<file path="config.mk">
export PLATFORM = sky130hd
export DESIGN_NAME = cnt_mod
export DESIGN_NICKNAME = d
export VERILOG_FILES = /design/src/rtl/cnt_mod.sv
export SDC_FILE = /design/constraint.sdc
export NUM_CORES = 1
export LEC_CHECK = 0
export ABC_AREA = 1
export ABC_CLOCK_PERIOD_IN_PS = 1400
export BUFFER_PORTS_ARGS = -buffer_cell sky130_fd_sc_hd__buf_2
export CAP_MARGIN = 0
export CORE_AREA = 5 5 42 44
export DETAILED_ROUTE_END_ITERATION = 8
export DIE_AREA = 0 0 47 49
export MAX_ROUTING_LAYER = met4
export PLACE_DENSITY = 0.58
export RECOVER_POWER = 50
export SLEW_MARGIN = 20
export SYNTH_ARGS = -nofsm -noshare
export SYNTH_HDL_FRONTEND = slang
export SYNTH_SLANG_ARGS = --single-unit
</file>
<file path="constraint.sdc">
create_clock -name clk -period 1.4 [get_ports clk]
set_clock_uncertainty 0.15 [all_clocks]
set_input_delay 0.42 -clock clk [delete_from_list [all_inputs] [get_ports clk]]
set_output_delay 0.42 -clock clk [all_outputs]
set_load 0.02 [all_outputs]
</file>
<file path="src/rtl/cnt_mod.sv">
// Parametrised up/down modulo counter with bounded load, wrap/saturate mode and registered terminal-count pulse.
// Optional sticky overflow flag (ovf/ovf_clr) is built only when CNT_OVF_STICKY_EN is defined.
module cnt_mod #(
  parameter int unsigned          WIDTH   = 4,
  parameter logic [WIDTH-1:0]     MIN_VAL = '0,
  parameter logic [WIDTH-1:0]     MAX_VAL = {WIDTH{1'b1}},
  parameter logic [WIDTH-1:0]     RST_VAL = MIN_VAL
) (
  input  logic             clk,
  input  logic             rst,
  input  logic             en,
  input  logic             up,
  input  logic             load,
  input  logic [WIDTH-1:0] load_val,
  input  logic             sat,
  output logic [WIDTH-1:0] count,
  output logic             tc,
  output logic             at_max,
  output logic             at_min
`ifdef CNT_OVF_STICKY_EN
  ,
  input  logic             ovf_clr,
  output logic             ovf
`endif
);

  localparam logic [WIDTH-1:0] ONE = WIDTH'(1);

  logic [WIDTH-1:0] count_q, count_d;
  logic             tc_q, tc_d;
  logic             max_hit, min_hit;

  assign max_hit = (count_q == MAX_VAL);
  assign min_hit = (count_q == MIN_VAL);

  // Bounds are tested before stepping, so count never leaves [MIN_VAL, MAX_VAL] and never overflows.
  always_comb begin
    count_d = count_q;
    tc_d    = 1'b0;
    if (load) begin
      if (load_val > MAX_VAL)      count_d = MAX_VAL;
      else if (load_val < MIN_VAL) count_d = MIN_VAL;
      else                         count_d = load_val;
    end else if (en) begin
      if (up) begin
        if (max_hit) begin
          tc_d    = 1'b1;
          count_d = sat ? MAX_VAL : MIN_VAL;
        end else begin
          count_d = count_q + ONE;
        end
      end else begin
        if (min_hit) begin
          tc_d    = 1'b1;
          count_d = sat ? MIN_VAL : MAX_VAL;
        end else begin
          count_d = count_q - ONE;
        end
      end
    end
  end

  always_ff @(posedge clk or negedge rst) begin
    if (!rst) begin
      count_q <= RST_VAL;
      tc_q    <= 1'b0;
    end else begin
      count_q <= count_d;
      tc_q    <= tc_d;
    end
  end

  assign count  = count_q;
  assign tc     = tc_q;
  assign at_max = max_hit;
  assign at_min = min_hit;

`ifdef CNT_OVF_STICKY_EN
  logic ovf_q, ovf_d;

  // A new bound event outranks a clear arriving on the same edge.
  always_comb begin
    ovf_d = tc_d | (ovf_q & ~ovf_clr);
  end

  always_ff @(posedge clk or negedge rst) begin
    if (!rst) ovf_q <= 1'b0;
    else      ovf_q <= ovf_d;
  end

  assign ovf = ovf_q;
`endif

endmodule

</file>
Word-level counts from Yosys, hierarchy flattened. Cells that the tools add are included.

Add/subtract/negate cells: 2. Order comparisons: 2. Equality and inequality tests: 1. Multiplexer cells: 14. Reduce and logical (&&, ||, !) cells: 2.

Operators by type and width (number): 4-bit two-way mux (9); 1-bit two-way mux (5); 4-bit by 1-bit adder with 4-bit output, second input constant (1); 4-bit == test, second input constant (1); 4-bit > comparator, second input constant (1); 4-bit zero test (1); 4-bit by 1-bit less-than comparator with 1-bit output, second input constant (1); 4-bit by 1-bit subtractor with 4-bit output, second input constant (1); 2-bit nonzero test (1).

Flip-flop bits (word level): 5. Input bits: 10. Output and inout port bits: 7. Logic and storage cells: 23.

Depth between registers and ports, before layout. Gate-level depths: netlist (run 1).

Depth in word-level cells: 5. Gate-level depth with buffers: 9. Mapped depth without buffers: 9.

Worst setup path before layout (run 1). No wires, ideal clock.

Path kind: register to output. From: register count_q[0] (netlist: count[0]). To: output at_min. Arrival time: 1.052 ns. Required time: 0.830 ns. Slack: -0.222 ns. Cell stages (with the launch flop): 5. Path buffers: 0. Path through: dfrtp_1 inv_1 ha_1 nand2_2 inv_1.

Cells in the longest elaborated chain, start to end: 1.

RTL lines: start: declaration (line 29) `logic [WIDTH-1:0] count_q, count_d;`; start signal: assignment (line 68) `count_q <= count_d;`; 4-bit zero test (line 34) `assign min_hit = (count_q == MIN_VAL);`; end: declaration (line 19) `output logic at_min`.

Every way passes these cells.

Final worst setup path (run 1).
From: register count_q[0] (netlist: count[0]). To: output at_max.

Cells in the longest elaborated chain, start to end: 1.

RTL lines: 4-bit == test (line 33) `assign max_hit = (count_q == MAX_VAL);`; end: declaration (line 18) `output logic at_max,`.

Every way passes these cells.

==> results.json, run 1 <==
{
  "port_buffers": 16,
  "synth-seq-area-share_pct": 27.6,
  "nFillCells": 137,
  "numCtsBuffers": 3,
  "insertion_delay_ns": 0.24,
  "setup_viol": 10,
  "via_per_inst": 4.51,
  "netlist_area_um2": 453,
  "root_buffer": "clkbuf_4",
  "io_pins": 17,
  "cts_tree": "yes",
  "layout_min_cycle_time_ns": 1.67,
  "first_global_vias": 558,
  "cts_buffer_depth": 2,
  "violations": "setup timing",
  "wire_per_inst_um": 10.9,
  "grt_start_max_net_pins": 8,
  "n_antenna_cell": 0,
  "place_congestion": 0.842,
  "crit_type": "register to output port",
  "mostFrequentLayoutCells": "nand2_1 (18), buf_6 (11), buf_4 (11), nor2_1 (10), buf_2 (9)",
  "combPwrFrac_pct": 54.5,
  "start_util_pct": 32.3,
  "p_total_mw": 0.821,
  "firstDrtPassIters": 3,
  "syn_area_per_cell_um2": 6.20,
  "yosysWarnings": 0,
  "htree_levels": 1,
  "endpoint_kind": "output port",
  "p_seq_share_pct": 25.8,
  "fmax_mhz": 597,
  "fp-row-count": 14,
  "final_layout_size_suffix_gt1_share_pct": 57.8,
  "drv_slew": 0,
  "final_common_cell": "nand2_1",
  "hold_path.class": "input pin to register",
  "core_um2": 1400,
  "die_x_um": 47,
  "die_area_um2": 2300,
  "power_density_nw_per_um2": 955,
  "vias": 564,
  "final-hold-violation-count": 0,
  "outcome": "finished with violations",
  "syn-num-nets": 85,
  "switching_share_pct": 38.2,
  "grt_first_pass_wirelength_mm": 2.30,
  "clock_power_share_pct": 19.7,
  "gr-total-overflow": 0,
  "internal-power_mw": 0.507,
  "ys_ff_latch": 5,
  "syn2layout_area_growth_pct": 89.8,
  "timing.final.crit_share_pct": 120,
  "placed_cell_area_um2": 663,
  "finalWirelength_mm": 1.36,
  "path_clk_slew_ns": 0.04,
  "critPathLaunchType": "register",
  "crit_arrival_ns": 1.10,
  "grt_setup_unrepaired": "true",
  "required_ns": 0.83,
  "ir_drop_mv": 0.648,
  "worst_slack_ns": -0.275,
  "max-slew-margin-rel_pct": 84.1,
  "finalCoreUtilization_pct": 61.3,
  "dpl.hpwl_mm": 1.00,
  "tightest_slew_ns": 0.239,
  "p_switching_mw": 0.313,
  "grtUsageTotal_pct": 14.5,
  "ant_nets": 0,
  "finalInstanceArea_um2": 860,
  "post-route-drc-count": 0,
  "drt-initial-drc-count": 11,
  "postSynthCellCount": 73,
  "clock_sinks": 5,
  "multiInputGateArea_um2": 373,
  "leakage_nw": 0.432,
  "maxCapViolCount": 0,
  "crit_path_max_fanout": 3,
  "antenna_found_initial": 0,
  "die_h_um": 49,
  "ff_latch_area_um2": 130,
  "synth.distinct_cells": 18,
  "tns_ns": -1.26,
  "layout.nets": 122
}
worst max-delay path, cell delays in order (launching register included):
cell,delay (ns)
dfrtp_2,0.44
ha_4,0.19
nand3_4,0.09
inv_4,0.03
buf_6,0.12
state kept, by name, summed over array words and instances, names as in the netlist:
name	cells
tc	1
count	4
per-layer routing:
metal	track usage, %	wire length (µm)	vias to the layer above
met5	-	0	-
met4	8.29	23	0
met3	2.21	40	4
met2	21.9	718	9
met1	17.6	582	249
li1	-	-	302
timing repair:
item | CTS | global route
endpoints found under the hold margin | 5 | 0
gates resized for setup | 21 | 14
pin swaps | 3 | 10
hold buffers | 1 | 0
setup endpoints to repair | 9 | 11
setup buffers | 8 | 5
through the flow:
step | hold WS, ns | std cells | setup WS [ns]
after floorplan | -0.0256 | 73 | -0.0153
after global placement | 0.0834 | 113 | -0.0963
after detailed placement | 0.0834 | 113 | -0.0923
after CTS | 0.277 | 125 | -0.280
after global routing | 0.285 | 125 | -0.332
final | 0.289 | 125 | -0.275
cell families (layout without fill, tap and decap cells):
logic type	count (synthesis)	count (layout)	synth area share [%]
fa+ha+maj	2	2	5.52
compound gates	9	9	12.7
buf+inv	11	47	10.8
flops	5	5	27.6
simple gates	46	46	43.4
final timing paths:
path,cells past startpoint,slack (ns),end,from
worst min-delay path,3,0.29,tc,en
min in group asynchronous,2,0.41,tc,rst
worst max-delay path,4,-0.27,at_max,count[0]
max in group asynchronous,2,0.48,count[0],rst
worst min register to register,2,0.51,count[3],count[3]
worst max register to register,8,-0.10,count[3],count[0]
cells in the mapped netlist (all sizes together):
| cell | count | area (µm²) |
|---|---|---|
| a21oi | 3 | 15.0 |
| buf | 1 | 11.3 |
| dfrtp | 5 | 125 |
| ha | 2 | 25.0 |
| inv | 10 | 37.5 |
| nand2 | 23 | 88.8 |
| nand3 | 5 | 30.0 |
| nand3b | 1 | 7.51 |
| nor2 | 15 | 58.8 |
| nor3 | 1 | 5.00 |
| o21ai | 5 | 36.3 |
| o22ai | 1 | 6.26 |
| or2 | 1 | 6.26 |
power by group through the flow:
stage	combinational, mW	clock, mW	sequential (mW)
after floorplan	0.192	0	0.227
after global placement	0.326	0	0.212
after detailed placement	0.326	0	0.212
after CTS	0.420	0.170	0.211
after global routing	0.489	0.187	0.216
final	0.448	0.162	0.211
area by class of cell:
cell class	instances	share of cell area, %
Tap cell	16	2.33
Multi-Input combinational cell	57	43.4
Sequential cell	5	15.1
Inverter	10	5.24
Clock buffer	4	3.06
Timing Repair Buffer	33	30.9
(Power assumes the default switching activity.)
==> inputs of run 2 (changes only) <==
==> constraint.sdc (replaced) <==
create_clock -name clk -period 1.4 [get_ports clk]
set_clock_uncertainty 0.15 [all_clocks]
set_input_delay 0.42 -clock clk [delete_from_list [all_inputs] [get_ports clk]]
set_output_delay 0.42 -clock clk [all_outputs]
set_load 0.005 [all_outputs]
==> results.json, run 2 (same netlist as run 1, synthesis figures left out) <==
{
  "crit_path_max_incr_delay_ns": 0.40,
  "post-route-drc-count": 0,
  "ir_drop_mv": 0.472,
  "vias": 604,
  "p_total_mw": 0.750,
  "final_layout_size_suffix_gt1_share_pct": 49.6,
  "hold_path.class": "input pin to register",
  "firstDrtPassIters": 4,
  "placed_cell_area_um2": 619,
  "worst_slack_ns": -0.238,
  "dpl.cell_count": 114,
  "core_um2": 1400,
  "grtUsageTotal_pct": 14.5,
  "ant_nets": 0,
  "fp-row-count": 14,
  "wire_per_inst_um": 11.0,
  "outcome": "finished with violations",
  "whs_ns": 0.257,
  "io_pins": 17,
  "root_buffer": "clkbuf_4",
  "crit_type": "register to output port",
  "place_congestion": 0.803,
  "critPathLaunchType": "register",
  "slowest_stage": "dfrtp_1",
  "layout.nets": 126,
  "violations": "setup timing",
  "grt_first_pass_wirelength_mm": 2.38,
  "final-instance-count-excl-fill": 129,
  "power_density_nw_per_um2": 936,
  "die_area_um2": 2300,
  "mostFrequentLayoutCells": "nand2_1 (20), buf_4 (16), nor2_1 (12), buf_2 (12), buf_6 (7)",
  "final-hold-violation-count": 0,
  "fmax_mhz": 610,
  "first_global_vias": 582,
  "path_cells": "ha_2 > nand3_2 > inv_1 > buf_2",
  "finalWirelength_mm": 1.42,
  "gr-total-overflow": 0,
  "endpoint_kind": "output port",
  "tightest_slew_ns": 0.280,
  "path_clk_slew_ns": 0.05,
  "crit_path_max_fanout": 3,
  "crit_arrival_ns": 1.07,
  "syn2layout_area_growth_pct": 76.8,
  "cts_buffer_depth": 2,
  "via_per_inst": 4.68,
  "antenna_found_initial": 0,
  "die_x_um": 47,
  "setup_viol": 9,
  "drt-initial-drc-count": 4,
  "grt_start_max_net_pins": 6,
  "max-slew-margin-rel_pct": 81.3,
  "pre_cts_ws_ns": -0.0388,
  "nFillCells": 146,
  "timing.final.crit_share_pct": 117,
  "clock_sinks": 5,
  "cts_tree": "yes",
  "largest_reg_flops": 4,
  "leakage_nw": 0.438,
  "drv_slew": 0,
  "layout_min_cycle_time_ns": 1.64,
  "dpl.hpwl_mm": 1.02,
  "tns_ns": -1.19,
  "final_common_cell": "nand2_1",
  "htree_levels": 1,
  "numCtsBuffers": 3,
  "die_h_um": 49,
  "port_buffers": 16,
  "finalInstanceArea_um2": 801,
  "insertion_delay_ns": 0.25,
  "finalCoreUtilization_pct": 57.1,
  "n_antenna_cell": 0,
  "start_util_pct": 32.3,
  "grt_setup_unrepaired": "true",
  "required_ns": 0.83,
  "maxCapViolCount": 0
}
## run 2: changes by cell type in the layout (fill, tap and decap cells not counted), moves of 3 or more
cell	previous run	this run
buf_2	9	12
inv_4	3	0
buf_4	11	16
nand3_1	1	4
buf_6	11	7
## run 2: worst paths after layout
| path | startpoint | slack [ns] | endpoint | cells after the start |
|---|---|---|---|---|
| setup / recovery | count[0] | -0.24 | at_max | 4 |
| hold / removal | en | 0.26 | tc | 3 |
| setup reg to reg | count[1] | -0.07 | count[2] | 9 |
| hold reg to reg | count[1] | 0.60 | count[1] | 3 |
| max in group asynchronous | rst | 0.44 | count[2] | 2 |
| min in group asynchronous | rst | 0.42 | count[1] | 2 |
## run 2: report_power, final
part           switching, mW  internal (mW)  leakage, nW
sequential            0.0247          0.166       0.0584
combinational          0.174          0.214        0.364
clock                 0.0630          0.108       0.0150
total                  0.261          0.488        0.438
## run 2: timing repair
action                                 CTS  global route
hold buffers                             1             0
buffers inserted                         9             3
pin swaps                                5             4
setup endpoints to repair                8            11
endpoints found under the hold margin    5             0
resized for setup                       18             2
## run 2: worst max-delay path: cells and delay by family, from the launching register on
| family | cells | cell delay (ns) |
|---|---|---|
| DFF | 1 | 0.40 |
| adders and majority gates | 1 | 0.20 |
| buffers and inverters | 2 | 0.14 |
| and+or+nand+nor | 1 | 0.07 |
## run 2: routing by layer
| metal | vias to the layer above | wire length (µm) | track usage [%] |
|---|---|---|---|
| li1 | 307 | - | - |
| met1 | 277 | 614 | 17.0 |
| met2 | 15 | 706 | 21.9 |
| met3 | 5 | 57 | 2.58 |
| met4 | 0 | 40 | 8.76 |
| met5 | - | 0 | - |
## run 2: layout make-up
type	count	area (µm²)	share of cell area (%)
Clock buffer	4	26.3	3.28
Inverter	10	37.5	4.69
Multi-Input combinational cell	57	317	39.5
Sequential cell	5	128	15.9
Tap cell	16	20.0	2.50
Timing Repair Buffer	37	273	34.1
